## src/rtl/mem_ctrl.sv

```systemverilog
// Memory access controller: owns MAR/MDR and runs a four-phase req/ack access to external memory.
// Optional MEM_TIMEOUT_EN forces completion of an unacknowledged request and sets a sticky mem_err.
module mem_ctrl #(
  parameter int          TIMEOUT_CYCLES = 64,
  parameter logic [15:0] ERR_DATA       = 16'hDEAD
) (
  input  logic        clk,
  input  logic        reset,
  input  logic [15:0] Buss,
  input  logic        ldMAR,
  input  logic        ldMDR,
  input  logic        selMDR,
  input  logic        memEN,
  input  logic        memWE,
  output logic [15:0] MAR,
  output logic [15:0] MDR,
  output logic        R,
  output logic [15:0] mem_addr,
  output logic [15:0] mem_wdata,
  output logic        mem_we,
  output logic        mem_req,
  input  logic [15:0] mem_rdata,
  input  logic        mem_ack,
  output logic        mem_err
);

  typedef enum logic [1:0] {S_IDLE, S_REQ, S_DONE} state_t;

  state_t      r_state;
  logic [15:0] r_mar;
  logic [15:0] r_mdr;
  logic [15:0] r_addr;
  logic [15:0] r_wdata;
  logic        r_we;
  logic        r_req;
  logic        r_ready;
  logic [15:0] r_rdata_q;
  logic        r_err;

`ifdef MEM_TIMEOUT_EN
  localparam int CNT_W = (TIMEOUT_CYCLES > 1) ? $clog2(TIMEOUT_CYCLES) : 1;
  logic [CNT_W-1:0] r_cnt;
  logic             w_timeout;
  assign w_timeout = (r_cnt == CNT_W'(TIMEOUT_CYCLES - 1));
`else
  logic w_unused_cfg;
  assign w_unused_cfg = ^{ERR_DATA, 32'(TIMEOUT_CYCLES)};
`endif

  always_ff @(posedge clk) begin
    if (reset) begin
      r_state   <= S_IDLE;
      r_mar     <= '0;
      r_mdr     <= '0;
      r_addr    <= '0;
      r_wdata   <= '0;
      r_we      <= 1'b0;
      r_req     <= 1'b0;
      r_ready   <= 1'b0;
      r_rdata_q <= '0;
      r_err     <= 1'b0;
`ifdef MEM_TIMEOUT_EN
      r_cnt     <= '0;
`endif
    end else begin
      // Register loads are independent of the access FSM; the access works off its snapshot.
      if (ldMAR) r_mar <= Buss;
      if (ldMDR) r_mdr <= selMDR ? r_rdata_q : Buss;

      case (r_state)
        S_IDLE: begin
          if (memEN) begin
            r_addr  <= r_mar;
            r_wdata <= r_mdr;
            r_we    <= memWE;
            r_req   <= 1'b1;
            r_state <= S_REQ;
`ifdef MEM_TIMEOUT_EN
            r_cnt   <= '0;
`endif
          end
        end
        S_REQ: begin
          if (mem_ack) begin
            r_req   <= 1'b0;
            r_ready <= 1'b1;
            r_state <= S_DONE;
            if (!r_we) r_rdata_q <= mem_rdata;
`ifdef MEM_TIMEOUT_EN
          end else if (w_timeout) begin
            r_req   <= 1'b0;
            r_ready <= 1'b1;
            r_err   <= 1'b1;
            r_state <= S_DONE;
            if (!r_we) r_rdata_q <= ERR_DATA;
          end else begin
            r_cnt <= r_cnt + 1'b1;
`endif
          end
        end
        S_DONE: begin
          // Four-phase: no new access until the requester drops memEN.
          if (!memEN) begin
            r_ready <= 1'b0;
            r_state <= S_IDLE;
          end
        end
        default: begin
          r_req   <= 1'b0;
          r_ready <= 1'b0;
          r_state <= S_IDLE;
        end
      endcase
    end
  end

  assign MAR       = r_mar;
  assign MDR       = r_mdr;
  assign R         = r_ready;
  assign mem_addr  = r_addr;
  assign mem_wdata = r_wdata;
  assign mem_we    = r_we;
  assign mem_req   = r_req;
  assign mem_err   = r_err;

endmodule
```

## config.mk

```make
export PLATFORM = sky130hd
export DESIGN_NAME = mem_ctrl
export DESIGN_NICKNAME = d
export VERILOG_FILES = /design/src/rtl/mem_ctrl.sv
export SDC_FILE = /design/constraint.sdc
export NUM_CORES = 1
export LEC_CHECK = 0
export CAP_MARGIN = 0
export CORE_UTILIZATION = 65
export DETAILED_ROUTE_END_ITERATION = 7
export DONT_BUFFER_PORTS = 1
export HOLD_SLACK_MARGIN = 0.03
export PLACE_DENSITY_LB_ADDON = 0.08
export SKIP_LAST_GASP = 1
export SYNTH_ARGS = -nofsm -noshare
export SYNTH_HDL_FRONTEND = slang
export SYNTH_SLANG_ARGS = --single-unit
```

## constraint.sdc

```tcl
create_clock -name clk -period 4.66 [get_ports clk]
set_clock_uncertainty 0.2 [all_clocks]
set_input_delay 0.466 -clock clk [delete_from_list [all_inputs] [get_ports clk]]
set_output_delay 0.466 -clock clk [all_outputs]
set_load 0.02 [all_outputs]
```

==> results list <==
* Area after detailed placement: approximately 3100 sq um
* Post-layout utilization of the core: between 70% and 80%
- Buffers placed on the I/O ports in this run total 0.
- Top fanout value on the critical path: 33
- Dividing the synthesized area by the synthesized cell count gives slightly below 9 sq um.
- Sequential cells were found to cover approximately 54% of the synthesized design area.
- TritonCTS built the clock tree.
* Most numerous cell in the Yosys netlist: nand2_1
* Wire length of the first global-routing pass: a little over 10000 microns
- Width of the die: about 70 microns
* Largest family of logic cells by synthesized area: simple AND/OR/NAND/NOR gates
* DRC violations left: 0
- Final WL: between 6000 and 7000 microns
* Number of hold violations in the final report: 0
- Buffer depth of the longest clock path: 2
* Number of enable flip-flop cells after synthesis: 0
- IO Pins: 108
* Worst Path Class, Setup: reg2reg
- Placed insts: 385
* Largest net degree at the start of global routing: 86
- The total area inside the core boundary comes to about 4700 sq um.
* Netlist cell types: 21
* DRC violation total after the first TritonRoute iteration: between 150 and 200
- Across the run, the number of max-cap violations was 0.
- Type of element capturing the critical path: register
- Transition time at the pin with the least slew margin: between 1 and 1.5 ns
* RD Place Congestion: between 0.7 and 0.8
- Antenna Violating Nets Remaining: 0
- Setup Total Neg Slack: 0 ns
* Skew-Pair Late Insertion Delay: ~0.35 ns
* Top area cells in the synthesized netlist: dfxtp_1 54%, nand2_1 12%, mux2i_1 10%
* Final period demand of the worst path: ~2 ns
* Signal arrival time at the worst endpoint: ~2.1 ns
* Area share of the largest cell type after synthesis: between 50 and 60%
- Gate count of the mapped netlist: approximately 360
* Maximum resistive drop on vdd: around 0.24 mV
* Initial antenna violation count: 0
- The run finished with clean final reports.
- Per report_power, the clock group accounts for 35.3% of the total.
- The synthesized netlist devotes 0% of its cell area to adder and majority cells.
* Number of non-filler instances in the completed layout: 403
- Dividing the final minimum period by the clock period gives 42.4%.
- Endpoints failing setup: 0
- Leakage power summed over all cells: 1.24 nW
* Post-detailed-route via-to-cell ratio: roughly 5.8
* Cell type with the highest aggregate area in the netlist: dfxtp_1
* Via Count: 2336
* NetSw: 0.368 mW
* CTS clk-pin slew, worst paths: roughly 0.080 ns
- Share of flip-flops with an asynchronous set or reset after synthesis: 0%
- Seq pwr share: around 58%
- During synthesis, Yosys emitted a total of 0 warnings.
* Mux share of post-synthesis cell area: 10.1%
* Antenna diode count: 0
- Dividing the detail-routed wire length by the instance count gives 16.8 microns.
- For this configuration, the core starts out at a cell density of 67.5%.
- Portion of total power attributed to combinational logic: ~7%
- Switch share: between 20% and 30%
* GRT overflow: 0
- Number of max-slew violations in the final report: 0
- The worst hold path belongs to the class in2reg.
- The number of global-route vias before repair was between 2000 and 2500.
* Floorplan die height: 71.8 microns
- Final-stage net count: around 380
- Maximum clock rate: 0.506 GHz
* Setup repair after global routing missed its margin: no
* Slowest cell delay on critical path: about 0.9 ns
- Summing the areas of all compound-gate instances in the mapped netlist gives about 12% of the synthesized area.
- Largest delay contributor family on the critical path: simple AND/OR/NAND/NOR gates
- Power density normalized to cell area: around 430 nW/um^2
- First-pass DRT Iterations: 6
- The finished cells cover approximately 3300 sq um.
* Post-synth top flop: dfxtp_1
- The commonest cells after synthesis are 99 x nand2_1, 85 x dfxtp_1, 53 x a21oi_1, 33 x nor2_1, 32 x mux2i_1.
* Depth of the CTS H-tree: 3
- Basic-gate share of the synthesized area counting and, or, nand and nor cells: 17.8%
* Area enclosed by the die boundary: about 5200 sq um
* Synthesis-stage register bit count: between 80 and 90
- The wire-length estimate of the detail-placed layout is approximately 4400 microns.
- Crit path buf inv count: 0
- Netlist area before placement: about 3200 sq um
- Max-Slew Margin vs Limit: a little over a quarter
- The clock drives 85 sinks.
* Slowest CP cell: or3b_1
- Required time of the critical path: approximately 4.7 ns
* Cell chain of the critical path: or3b_1 -> nand2_1 -> a21oi_1
* Post-synthesis xor/xnor area fraction: 0%
- The worst setup path is launched from a register.
- In the global route stage, overall resource usage came out at a little over a quarter.
- Of the cells placed in the final design, the portion with a size suffix greater than 1 is under 10%.
- Num CTS Buffers: 9
* Internal power summed over all cells: between 1 and 1.5 mW
- Area growth from synthesis to final layout: 4.07%
- CTS placed an instance of clkbuf_8 at the clock tree root.
* Post-synthesis net count: ~400
- Site row count: 25
path summary, 6_finish.rpt:
path / startpoint / end / slack, ns / cells past startpoint
setup / recovery: r_state[1] / mem_wdata[6] / 2.69 / 3
hold / removal: mem_rdata[8] / r_rdata_q[8] / 0.05 / 2
setup reg to reg: r_state[1] / mem_wdata[6] / 2.69 / 3
hold reg to reg: r_rdata_q[15] / r_rdata_q[15] / 0.26 / 2
cell usage in the layout, fill, tap and decap left out:
cell type and n:
o21ai_0 2, a211oi_1 16, buf_16 1, or3b_1 1, clkinv_2 4, mux2i_1 32, nand4bb_1 1, nand2_1 99
clkbuf_1 1, nand3_1 1, nor2_1 33, and4bb_2 1, buf_4 1, dfxtp_1 85, nor3b_4 1, nor3_1 1
clkbuf_8 10, conb_1 1, dlygate4sd3_1 1, nor2b_1 1, inv_1 2, a21oi_1 53, bufinv_16 1
power groups by stage:
stage | clock network, mW | logic [mW] | registers, mW
3_5_place_dp | 0 | 0.0814 | 0.844
6_report | 0.504 | 0.0976 | 0.826
4_1_cts | 0.514 | 0.0976 | 0.826
2_1_floorplan | 0 | 0.0974 | 0.834
5_1_grt | 0.544 | 0.109 | 0.831
3_3_place_gp | 0 | 0.0784 | 0.843
cell type report:
| cell class | instances | area (sq um) |
|---|---|---|
| Inverter | 2 | 7.51 |
| Clock buffer | 11 | 141 |
| Multi-Input combinational cell | 243 | 1280 |
| Clock inverter | 5 | 50.0 |
| Sequential cell | 85 | 1700 |
| Tap cell | 54 | 67.6 |
| Timing Repair Buffer | 3 | 45.0 |
| Fill cell | 396 | 1400 |
worst reg2reg max path, stage by stage, from the launching register on:
cell     delay (ns)
dfxtp_1        0.48
or3b_1         0.89
nand2_1        0.14
a21oi_1        0.19
metal layers:
layer / up-vias / wire length, microns / part of all wire [%] / global-route usage, %
li1: 1157 / - / - / -
met1: 1076 / 2910 / 43 / 34.3
met2: 92 / 3130 / 46 / 39.1
met3: 11 / 575 / 8.5 / 8.86
met4: 0 / 132 / 2.0 / 12.4
met5: - / 0 / 0 / 0
timing repair:
item	4_1_cts	5_1_grt
hold buffers	2	0
hold endpoints to repair	85	0
buffers inserted	0	0
gates resized for setup	0	0
state kept, by name, summed over array words and instances (netlist names):
register / count
r_rdata_q: 16
MDR: 16
mem_wdata: 16
mem_we: 1
r_state: 2
mem_req: 1
MAR: 16
R: 1
mem_addr: 16
per-stage QoR:
stage          hold WS [ns]  setup WS (ns)  power, mW
2_1_floorplan         0.236           3.15      0.932
3_3_place_gp          0.236           2.74      0.921
3_5_place_dp          0.240           2.70      0.925
4_1_cts              0.0347           2.66       1.44
5_1_grt              0.0395           2.53       1.48
6_report             0.0462           2.69       1.43
cell families after synthesis:
kind of cell / Yosys count
AND/OR/NAND/NOR: 139
AO/OA/AOI/OAI: 71
flip-flops: 85
other: 1
buffers and inverters: 31
multiplexers: 32
No activity file was read; power rests on OpenSTA's default activity.
